## src/rtl/pe_dbw_if.sv

```systemverilog
// ----------------------------------------------------------------------------
// pe_dbw_if
// Bundles the load chain, activation, partial-sum and status signals of one
// pe_dbw processing element. Clock and reset are not part of the bundle.
//
// Signals (direction as seen by the PE, i.e. the slave modport):
//   PE_w_en_up / PE_w_data_up / PE_w_row_up        in   weight-load beat
//   PE_w_en_down / PE_w_data_down / PE_w_row_down  out  load chain forward
//   PE_swap                                        in   commit shadow bank
//   PE_en_left / PE_data_left / PE_idx_left        in   activation + index
//   PE_en_right / PE_data_right / PE_idx_right     out  activation forward
//   PE_psum_up                                     in   partial sum from above
//   PE_psum_down / PE_en_down                      out  partial sum result
//   PE_shadow_full                                 out  shadow bank filled
//
// Modports:
//   master - the neighbour / driver side
//   slave  - the PE side
// ----------------------------------------------------------------------------
interface pe_dbw_if #(
    parameter int D_WIDTH = 9,
    parameter int A_WIDTH = 32,
    parameter int N_W     = 4,
    parameter int R_WIDTH = 4
);
    localparam int IDX_W = $clog2(N_W);

    // Load chain
    logic                      PE_w_en_up;
    logic signed [D_WIDTH-1:0] PE_w_data_up;
    logic [R_WIDTH-1:0]        PE_w_row_up;
    logic                      PE_w_en_down;
    logic signed [D_WIDTH-1:0] PE_w_data_down;
    logic [R_WIDTH-1:0]        PE_w_row_down;
    logic                      PE_swap;

    // Activation path
    logic                      PE_en_left;
    logic signed [D_WIDTH-1:0] PE_data_left;
    logic [IDX_W-1:0]          PE_idx_left;
    logic                      PE_en_right;
    logic signed [D_WIDTH-1:0] PE_data_right;
    logic [IDX_W-1:0]          PE_idx_right;

    // Partial-sum path and status
    logic signed [A_WIDTH-1:0] PE_psum_up;
    logic signed [A_WIDTH-1:0] PE_psum_down;
    logic                      PE_en_down;
    logic                      PE_shadow_full;

    modport master (
        output PE_w_en_up, PE_w_data_up, PE_w_row_up, PE_swap,
        output PE_en_left, PE_data_left, PE_idx_left, PE_psum_up,
        input  PE_w_en_down, PE_w_data_down, PE_w_row_down,
        input  PE_en_right, PE_data_right, PE_idx_right,
        input  PE_psum_down, PE_en_down, PE_shadow_full
    );

    modport slave (
        input  PE_w_en_up, PE_w_data_up, PE_w_row_up, PE_swap,
        input  PE_en_left, PE_data_left, PE_idx_left, PE_psum_up,
        output PE_w_en_down, PE_w_data_down, PE_w_row_down,
        output PE_en_right, PE_data_right, PE_idx_right,
        output PE_psum_down, PE_en_down, PE_shadow_full
    );

endinterface

```

## src/rtl/pe_dbw.sv

```systemverilog
// ----------------------------------------------------------------------------
// pe_dbw
// Systolic processing element with a double-buffered, N_W-entry weight bank.
// Weights arriving on the load chain for this row fill a shadow bank; a swap
// pulse copies the whole shadow bank into the active bank in one cycle.
// Each activation selects its weight from the active bank by index, and the
// PE produces psum_down = data * active[idx] + psum_up one cycle later.
//
// Ports:
//   PE_clk  in   clock, rising edge
//   PE_rst  in   asynchronous, active-high reset (clears banks and outputs)
//   bus     slave modport of pe_dbw_if (load chain, activation, psum, status)
//
// Build option:
//   PE_SAT_EN  when defined the final sum saturates to the A_WIDTH signed
//              range; otherwise it wraps modulo 2^A_WIDTH.
// ----------------------------------------------------------------------------
module pe_dbw #(
    parameter int D_WIDTH = 9,
    parameter int A_WIDTH = 32,   // must be >= 2*D_WIDTH+1
    parameter int N_W     = 4,    // power of two, >= 2
    parameter int R_WIDTH = 4,
    parameter int ROW_ID  = 0
) (
    input  logic     PE_clk,
    input  logic     PE_rst,
    pe_dbw_if.slave  bus
);

    localparam int                 IDX_W   = $clog2(N_W);
    localparam int                 P_WIDTH = 2 * D_WIDTH;
    localparam logic [R_WIDTH-1:0] ROW_SEL = R_WIDTH'(ROW_ID);
    localparam logic [IDX_W-1:0]   WPTR_LAST = IDX_W'(N_W - 1);

`ifdef PE_SAT_EN
    localparam logic signed [A_WIDTH-1:0] ACC_MAX = {1'b0, {(A_WIDTH-1){1'b1}}};
    localparam logic signed [A_WIDTH-1:0] ACC_MIN = {1'b1, {(A_WIDTH-1){1'b0}}};

    // One extra bit catches overflow; clamp when the top two bits disagree.
    function automatic logic signed [A_WIDTH-1:0] acc_add(
        input logic signed [A_WIDTH-1:0] a,
        input logic signed [A_WIDTH-1:0] b
    );
        logic signed [A_WIDTH:0] s;
        s = {a[A_WIDTH-1], a} + {b[A_WIDTH-1], b};
        if (s[A_WIDTH] != s[A_WIDTH-1])
            return s[A_WIDTH] ? ACC_MIN : ACC_MAX;
        return s[A_WIDTH-1:0];
    endfunction
`else
    // Two's-complement wrap modulo 2^A_WIDTH.
    function automatic logic signed [A_WIDTH-1:0] acc_add(
        input logic signed [A_WIDTH-1:0] a,
        input logic signed [A_WIDTH-1:0] b
    );
        return a + b;
    endfunction
`endif

    // Weight storage and load-side control
    logic signed [D_WIDTH-1:0] shadow_bank [N_W];
    logic signed [D_WIDTH-1:0] active_bank [N_W];
    logic [IDX_W-1:0]          wptr;
    logic                      shadow_full;

    // Registered outputs
    logic                      w_vld_p1;
    logic signed [D_WIDTH-1:0] w_data_p1;
    logic [R_WIDTH-1:0]        w_row_p1;
    logic                      act_vld_p1;
    logic signed [D_WIDTH-1:0] act_data_p1;
    logic [IDX_W-1:0]          act_idx_p1;
    logic                      psum_vld_p1;
    logic signed [A_WIDTH-1:0] psum_p1;

    // ---- stage p0: row match, weight lookup, multiply-accumulate ----
    logic                      shadow_wr_p0;
    logic signed [D_WIDTH-1:0] weight_p0;
    logic signed [P_WIDTH-1:0] prod_p0;
    logic signed [A_WIDTH-1:0] prod_ext_p0;
    logic signed [A_WIDTH-1:0] sum_p0;

    always_comb begin
        shadow_wr_p0 = bus.PE_w_en_up && (bus.PE_w_row_up == ROW_SEL);
        // Lookup uses the pre-swap active bank even in a swap cycle.
        weight_p0    = active_bank[bus.PE_idx_left];
        prod_p0      = bus.PE_data_left * weight_p0;
        prod_ext_p0  = {{(A_WIDTH-P_WIDTH){prod_p0[P_WIDTH-1]}}, prod_p0};
        sum_p0       = acc_add(prod_ext_p0, bus.PE_psum_up);
    end

    // ---- stage p1: bank update and output registers ----
    always_ff @(posedge PE_clk or posedge PE_rst) begin
        if (PE_rst) begin
            for (int i = 0; i < N_W; i++) begin
                shadow_bank[i] <= '0;
                active_bank[i] <= '0;
            end
            wptr        <= '0;
            shadow_full <= 1'b0;
            w_vld_p1    <= 1'b0;
            w_data_p1   <= '0;
            w_row_p1    <= '0;
            act_vld_p1  <= 1'b0;
            act_data_p1 <= '0;
            act_idx_p1  <= '0;
            psum_vld_p1 <= 1'b0;
            psum_p1     <= '0;
        end else begin
            // Every beat travels down the chain, whatever its row.
            w_vld_p1  <= bus.PE_w_en_up;
            w_data_p1 <= bus.PE_w_data_up;
            w_row_p1  <= bus.PE_w_row_up;

            // A write in the swap cycle still lands at the pre-clear wptr;
            // the copy below reads the old shadow contents, so it is not
            // carried into the active bank.
            if (shadow_wr_p0)
                shadow_bank[wptr] <= bus.PE_w_data_up;

            if (bus.PE_swap) begin
                for (int i = 0; i < N_W; i++)
                    active_bank[i] <= shadow_bank[i];
                wptr        <= '0;
                shadow_full <= 1'b0;
            end else if (shadow_wr_p0) begin
                wptr <= wptr + IDX_W'(1);
                if (wptr == WPTR_LAST)
                    shadow_full <= 1'b1;
            end

            act_vld_p1  <= bus.PE_en_left;
            psum_vld_p1 <= bus.PE_en_left;
            if (bus.PE_en_left) begin
                act_data_p1 <= bus.PE_data_left;
                act_idx_p1  <= bus.PE_idx_left;
                psum_p1     <= sum_p0;
            end
        end
    end

    assign bus.PE_w_en_down   = w_vld_p1;
    assign bus.PE_w_data_down = w_data_p1;
    assign bus.PE_w_row_down  = w_row_p1;
    assign bus.PE_en_right    = act_vld_p1;
    assign bus.PE_data_right  = act_data_p1;
    assign bus.PE_idx_right   = act_idx_p1;
    assign bus.PE_en_down     = psum_vld_p1;
    assign bus.PE_psum_down   = psum_p1;
    assign bus.PE_shadow_full = shadow_full;

endmodule

```

## src/flat_wrapper.sv

```systemverilog
// flat-port wrapper written by rule: the top's interface ports become plain ports
module pe_dbw_flat 
#(
    parameter int D_WIDTH = 9,
    parameter int A_WIDTH = 32,                            
    parameter int N_W     = 4,                         
    parameter int R_WIDTH = 4,
    parameter int ROW_ID  = 0
)
  (PE_clk, PE_rst, bus_PE_w_en_up, bus_PE_w_data_up, bus_PE_w_row_up, bus_PE_swap, bus_PE_en_left, bus_PE_data_left, bus_PE_idx_left, bus_PE_psum_up, bus_PE_w_en_down, bus_PE_w_data_down, bus_PE_w_row_down, bus_PE_en_right, bus_PE_data_right, bus_PE_idx_right, bus_PE_psum_down, bus_PE_en_down, bus_PE_shadow_full);
  pe_dbw_if #(.D_WIDTH(D_WIDTH), .A_WIDTH(A_WIDTH), .N_W(N_W), .R_WIDTH(R_WIDTH)) bus_i ();
  input  logic PE_clk;
  input  logic PE_rst;
  input wire logic [$bits(bus_i.PE_w_en_up)-1:0] bus_PE_w_en_up;
  input wire logic [$bits(bus_i.PE_w_data_up)-1:0] bus_PE_w_data_up;
  input wire logic [$bits(bus_i.PE_w_row_up)-1:0] bus_PE_w_row_up;
  input wire logic [$bits(bus_i.PE_swap)-1:0] bus_PE_swap;
  input wire logic [$bits(bus_i.PE_en_left)-1:0] bus_PE_en_left;
  input wire logic [$bits(bus_i.PE_data_left)-1:0] bus_PE_data_left;
  input wire logic [$bits(bus_i.PE_idx_left)-1:0] bus_PE_idx_left;
  input wire logic [$bits(bus_i.PE_psum_up)-1:0] bus_PE_psum_up;
  output wire logic [$bits(bus_i.PE_w_en_down)-1:0] bus_PE_w_en_down;
  output wire logic [$bits(bus_i.PE_w_data_down)-1:0] bus_PE_w_data_down;
  output wire logic [$bits(bus_i.PE_w_row_down)-1:0] bus_PE_w_row_down;
  output wire logic [$bits(bus_i.PE_en_right)-1:0] bus_PE_en_right;
  output wire logic [$bits(bus_i.PE_data_right)-1:0] bus_PE_data_right;
  output wire logic [$bits(bus_i.PE_idx_right)-1:0] bus_PE_idx_right;
  output wire logic [$bits(bus_i.PE_psum_down)-1:0] bus_PE_psum_down;
  output wire logic [$bits(bus_i.PE_en_down)-1:0] bus_PE_en_down;
  output wire logic [$bits(bus_i.PE_shadow_full)-1:0] bus_PE_shadow_full;
  assign bus_i.PE_w_en_up = bus_PE_w_en_up;
  assign bus_i.PE_w_data_up = bus_PE_w_data_up;
  assign bus_i.PE_w_row_up = bus_PE_w_row_up;
  assign bus_i.PE_swap = bus_PE_swap;
  assign bus_i.PE_en_left = bus_PE_en_left;
  assign bus_i.PE_data_left = bus_PE_data_left;
  assign bus_i.PE_idx_left = bus_PE_idx_left;
  assign bus_i.PE_psum_up = bus_PE_psum_up;
  assign bus_PE_w_en_down = bus_i.PE_w_en_down;
  assign bus_PE_w_data_down = bus_i.PE_w_data_down;
  assign bus_PE_w_row_down = bus_i.PE_w_row_down;
  assign bus_PE_en_right = bus_i.PE_en_right;
  assign bus_PE_data_right = bus_i.PE_data_right;
  assign bus_PE_idx_right = bus_i.PE_idx_right;
  assign bus_PE_psum_down = bus_i.PE_psum_down;
  assign bus_PE_en_down = bus_i.PE_en_down;
  assign bus_PE_shadow_full = bus_i.PE_shadow_full;
  pe_dbw #(.D_WIDTH(D_WIDTH), .A_WIDTH(A_WIDTH), .N_W(N_W), .R_WIDTH(R_WIDTH), .ROW_ID(ROW_ID)) u_core (.PE_clk(PE_clk), .PE_rst(PE_rst), .bus(bus_i));
endmodule
```

## config.mk

```make
export PLATFORM = sky130hd
export DESIGN_NAME = pe_dbw_flat
export DESIGN_NICKNAME = d
export VERILOG_FILES = /design/src/rtl/pe_dbw_if.sv /design/src/rtl/pe_dbw.sv /design/src/flat_wrapper.sv
export SDC_FILE = /design/constraint.sdc
export NUM_CORES = 1
export LEC_CHECK = 0
export ABC_AREA = 1
export BUFFER_PORTS_ARGS = -buffer_cell sky130_fd_sc_hd__buf_2
export CORE_MARGIN = 2
export CORE_UTILIZATION = 61
export DETAILED_ROUTE_END_ITERATION = 7
export PLACE_DENSITY = 0.82
export REMOVE_ABC_BUFFERS = 1
export SLEW_MARGIN = 30
export SYNTH_ARGS = -nofsm -noshare
export SYNTH_HDL_FRONTEND = slang
export SYNTH_SLANG_ARGS = --single-unit
```

## constraint.sdc

```tcl
create_clock -name PE_clk -period 7.3 [get_ports PE_clk]
set_input_delay 2.19 -clock PE_clk [delete_from_list [all_inputs] [get_ports PE_clk]]
set_output_delay 2.19 -clock PE_clk [all_outputs]
set_load 0.005 [all_outputs]
```

==> flow_summary.ini, run 1 <==
[floorplan]
die_h_um = 139
start_util = 0.623
coreArea_um2 = 18000
io_pins = 121
rows = 49
die_w_um = 139
die_area_um2 = 19500

[synthesis]
synth-edff-count = 0
avgSynthCellArea_um2 = 7.93
ys_ff_latch = 133
syn_inst = 1411
synth_fa_ha_area_frac = 0.294
synth_top_family_by_area = adder cells
synth_area_um2 = 11200
synth_mux_area_frac = 0
synth-simple-area-share = 0.240
async_reset_ff_frac = 1.00
ys_seq_area_frac = 0.297
yosysUniqueCellTypes = 35
synth_top_cell_area_share = 0.297
synth_compound_area_frac = 0.0485
synth_xor_area_frac = 0.0133
synth_warnings = 0
synth_top_cell_by_area = dfrtp_1
synth.area.top_cells = dfrtp_1 30%, fa_1 20%, nand2_1 16%, ha_1 9.1%, inv_1 9.1%
ys.flop_type = dfrtp_1

[place]
place.gp.congestion = 0.945
portBuffers = 120
dp_slack_ns = -0.308
hpwlAfterDp_mm = 20.4

[clock_tree]
root_buffer = clkbuf_16
clockBufferDepth = 2
numClockSinks = 133
clk_latency_ns = 0.45
ctsHoldBuffers = 0
h-tree-depth = 4
cts_made_buffers = 17
clkTransAtPathRegs_ns = 0.07
cts_tree = done

[global_route]
grt_pass1_wl_mm = 46.3
grt_pass1_vias = 9881
grt_overflow = 0
antenna_found_initial = 0
grt_use_total = 0.299
grt_max_degree = 69

[timing]
finalSetupViolCount = 0
worst_pin_slew_ns = 0.813
finalSetupTns_ns = 0
fin_skew_ns = 0.0195
final.period_utilization = 0.969
fin_ws_ns = 0.224
min_period_ns = 7.08
clock.fmax_mhz = 141
hold_viol_final = 0
slew_violations = 0
maxSlewHeadroom = 0.458

[setup_path]
worst-path-stages = 26
worstSetupPathType = primary input to flop
reg2reg_to = u_core.bus.PE_psum_down[31]
r2r_slack_ns = 1.92
critPathBufInv = 7
crit_top_cell = nand2_1
cp-start-kind = primary input
critPathMaxStageDelay_ns = 0.62
startpoint = bus_PE_idx_left[0]
cp_top_family = adder cells
cp_data_required_time_ns = 7.62
crit_slowest_cell = fa_2
r2r_cells = 23
cp-end-kind = flop
crit_arrival_ns = 7.40
cp-endpoint = u_core.bus.PE_psum_down[31]
r2r_start = u_core.active_bank[5]
path_max_fanout = 17

[finish]
finish.utilization = 0.724
fin_nets = 1819
antenna_cells = 0
layout_commonest_cell = nand2_1
drive_gt1_frac = 0.171
final_cell_mix = 480 x nand2_1, 268 x inv_1, 133 x dfrtp_1
area_growth_pct = 16.2

[drt]
ant_nets = 0
wl_mm = 27.6
routedWlPerCell_um = 15.3
firstDrtPassIters = 5
dr_total_vias = 9547
drt_iter0_drc = 665
vias_per_cell = 5.29
drc = 0

[job]
max_cap_violations = 0

[worst_hold_path]
hold_path.class = flop to flop

[power]
p_per_area_nw_per_um2 = 468
p_leak_nw = 7.33
peakVddDrop_mv = 0.293

[run_status]
run_status = finished clean
metrics by stage:
stage	instances	power, mW	cell area, um^2	hold WS (ns)
floorplan	1383	3.86	11100	0.442
global placement	1768	4.81	12300	0.451
detailed placement	1768	4.96	12300	0.453
CTS	1800	5.92	12900	0.470
global route	1805	6.68	13000	0.486
finish	1805	6.10	13000	0.465
cells in the mapped netlist, types with 4 or more instances:
cell	count
nand2_1	485
inv_1	270
dfrtp_1	133
fa_1	114
ha_1	81
nor2_1	63
o21ai_0	61
nand3_1	58
a21oi_1	22
nand2_2	18
clkbuf_1	17
inv_2	13
xnor2_1	13
nor2_2	9
buf_2	6
nand3_2	5
nand4_1	5
o21ai_1	5
xor2_1	4
power breakdown:
group	leakage, nW	internal [mW]	switching (mW)
Sequential	1.72	0.870	0.0654
Clock	0.305	0.526	0.408
Combinational	5.31	1.59	2.64
Total	7.33	2.99	3.11
cell type report:
class	count	area [um^2]
Clock buffer	17	425
Clock inverter	15	205
Fill cell	1319	4950
Inverter	286	1090
Multi-Input combinational cell	964	6740
Sequential cell	133	3330
Tap cell	229	287
Timing Repair Buffer	161	941
routing by layer:
metal  global-route usage  vias up  share of wire
met3               0.0547       60          0.066
met5                    0        -              0
met2                0.528      364           0.51
li1                     -     4516              -
met1                0.372     4607           0.40
met4                0.102        0          0.025
cell families after synthesis:
| logic type | Yosys count |
|---|---|
| simple gates | 654 |
| buf+inv | 314 |
| fa+ha+maj | 195 |
| flops | 133 |
| compound gates | 98 |
| xor+xnor | 17 |
flip-flops by register name, summed over array words and instances (netlist names):
| register | count |
|---|---|
| u_core.bus.PE_psum_down | 32 |
| u_core.bus.PE_data_right | 9 |
| u_core.bus.PE_shadow_full | 1 |
| u_core.bus.PE_w_row_down | 4 |
| u_core.bus.PE_idx_right | 2 |
| u_core.bus.PE_w_en_down | 1 |
| u_core.shadow_bank | 36 |
| u_core.wptr | 2 |
| u_core.bus.PE_w_data_down | 9 |
| u_core.active_bank | 36 |
| u_core.bus.PE_en_right | 1 |
how the worst min path moves through the flow:
stage	to	cells past startpoint	from
after detailed placement	u_core.bus.PE_psum_down[3]	2	u_core.bus.PE_psum_down[3]
after global placement	u_core.bus.PE_psum_down[2]	2	u_core.bus.PE_psum_down[2]
after global routing	u_core.bus.PE_data_right[2]	2	u_core.bus.PE_data_right[2]
final	u_core.bus.PE_psum_down[3]	2	u_core.bus.PE_psum_down[3]
after floorplan	u_core.active_bank[0]	2	u_core.active_bank[0]
after CTS	u_core.bus.PE_psum_down[3]	2	u_core.bus.PE_psum_down[3]
worst reg2reg max path, delay by kind of cell (launching register included):
kind                     cells  cell delay (ns)
adder cells (fa/ha/maj)      6             3.08
AND/OR/NAND/NOR             13             1.30
buffers and inverters        4             0.48
flip-flops                   1             0.39
timing repair:
item                                    in CTS  in global routing
endpoints found under the setup margin       0                 20
buffers inserted                             0                  5
resized for setup                            0                 23
(Power assumes the default switching activity.)
==> run 2, diff against run 1 <==
- MAX_ROUTING_LAYER: not set -> met4
- PLACE_DENSITY: 0.82 -> 0.88
==> flow_summary.ini, run 2 (synthesized netlist as in run 1, its figures left out) <==
[drt]
routedWlPerCell_um = 15.3
wl_mm = 27.7
dr_total_vias = 9667
ant_nets = 0
drc = 0
firstDrtPassIters = 6
drt_iter0_drc = 732
vias_per_cell = 5.35

[setup_path]
path_max_fanout = 7
worst-path-stages = 27
critPathMaxStageDelay_ns = 0.60
worstSetupPathType = primary input to flop
critPathBufInv = 7
crit_slowest_cell = fa_2
crit_arrival_ns = 7.39
crit_top_cell = nand2_1
r2r_cells = 23
cp-end-kind = flop
cp_top_family = adder cells
r2r_slack_ns = 1.98
cp_data_required_time_ns = 7.61
cp-start-kind = primary input

[timing]
final.period_utilization = 0.970
finalSetupViolCount = 0
clock.fmax_mhz = 141
fin_skew_ns = 0.0138
hold_viol_final = 0
worst_pin_slew_ns = 0.851
min_period_ns = 7.08
whs_ns = 0.471
maxSlewHeadroom = 0.433
slew_violations = 0

[finish]
final_cell_mix = 482 x nand2_1, 268 x inv_1, 133 x dfrtp_1
layout.cells.non_filler = 1806
antenna_cells = 0
area_growth_pct = 16.0
layout_commonest_cell = nand2_1
drive_gt1_frac = 0.170
fin_nets = 1820

[clock_tree]
clk_latency_ns = 0.43
h-tree-depth = 4
clockBufferDepth = 2
clkTransAtPathRegs_ns = 0.07
root_buffer = clkbuf_16
cts_tree = done
cts_made_buffers = 17
numClockSinks = 133

[job]
max_cap_violations = 0

[power]
p_per_area_nw_per_um2 = 460
p_leak_nw = 7.32
total_power_mw = 5.98
peakVddDrop_mv = 0.306

[global_route]
grt_pass1_wl_mm = 45.6
grt_overflow = 0
grt_use_total = 0.304
antenna_found_initial = 0
grt_max_degree = 78
grt_pass1_vias = 9667

[worst_hold_path]
holdPathStages = 2
hold_path.class = flop to flop

[floorplan]
die_area_um2 = 19500
start_util = 0.623
coreArea_um2 = 18000
die_w_um = 139
rows = 49
die_h_um = 139
io_pins = 121

[run_status]
run_status = finished clean

[place]
placed_cells = 1768
hpwlAfterDp_mm = 20.7
portBuffers = 120
place.gp.congestion = 0.951
-- run 2: worst register-to-register path: cells and delay by family (launching register included) --
kind	cells	cell delay [ns]
adders and majority gates	6	3.00
and+or+nand+nor	12	1.08
buffers and inverters	4	0.56
DFF	1	0.36
AOI/OAI and AO/OA	1	0.19
-- run 2: stage by stage --
| step | instance area (um^2) | TNS, ns | util | setup slack [ns] |
|---|---|---|---|---|
| after floorplan | 11100 | -0.0359 | - | -0.0359 |
| after global placement | 12200 | -1.90 | 0.682 | -0.143 |
| after detailed placement | 12200 | -4.19 | 0.682 | -0.295 |
| after CTS | 12800 | 0 | 0.715 | 0.0766 |
| after global routing | 13000 | -0.0169 | 0.723 | -0.0169 |
| final | 13000 | 0 | 0.723 | 0.218 |
-- run 2: final timing paths --
kind                                         from                          end
hold reg to reg             u_core.shadow_bank[6]        u_core.active_bank[6]
min in group asynchronous                  PE_rst  u_core.bus.PE_psum_down[23]
max in group asynchronous                  PE_rst  u_core.bus.PE_data_right[6]
hold / removal              u_core.shadow_bank[6]        u_core.active_bank[6]
setup reg to reg           u_core.active_bank[21]  u_core.bus.PE_psum_down[31]
setup / recovery               bus_PE_idx_left[0]  u_core.bus.PE_psum_down[31]
-- run 2: repair_timing --
| item | 4_1_cts | 5_1_grt |
|---|---|---|
| buffers inserted | 0 | 5 |
| gates resized for setup | 0 | 24 |
| endpoints found under the hold margin | 0 | 0 |
| setup endpoints to repair | 0 | 21 |
| hold buffers | 0 | 0 |
-- run 2: cell type report --
| cell class | count | area [um^2] |
|---|---|---|
| flip-flops and latches | 133 | 3330 |
| repair inverters | 1 | 7.51 |
| inverters | 286 | 1090 |
| repair buffers | 161 | 936 |
| well taps | 229 | 287 |
| clock buffers | 18 | 439 |
| multi-input cells | 964 | 6750 |
| clock inverters | 14 | 156 |
| fillers | 1310 | 4980 |
-- run 2: routing by layer --
| metal | global-route usage | up-vias | wire length, um | share of wire |
|---|---|---|---|---|
| li1 | - | 4526 | - | - |
| met2 | 0.519 | 409 | 14000 | 0.51 |
| met5 | - | - | 0 | 0 |
| met4 | 0.111 | 0 | 883 | 0.032 |
| met3 | 0.0506 | 85 | 1860 | 0.067 |
| met1 | 0.367 | 4647 | 11000 | 0.40 |
-- run 2: power by group --
| group | internal [mW] | switching, mW | leakage, nW |
|---|---|---|---|
| combinational | 1.57 | 2.61 | 5.31 |
| clock | 0.493 | 0.374 | 0.293 |
| sequential | 0.870 | 0.0625 | 1.72 |
| total | 2.93 | 3.05 | 7.32 |
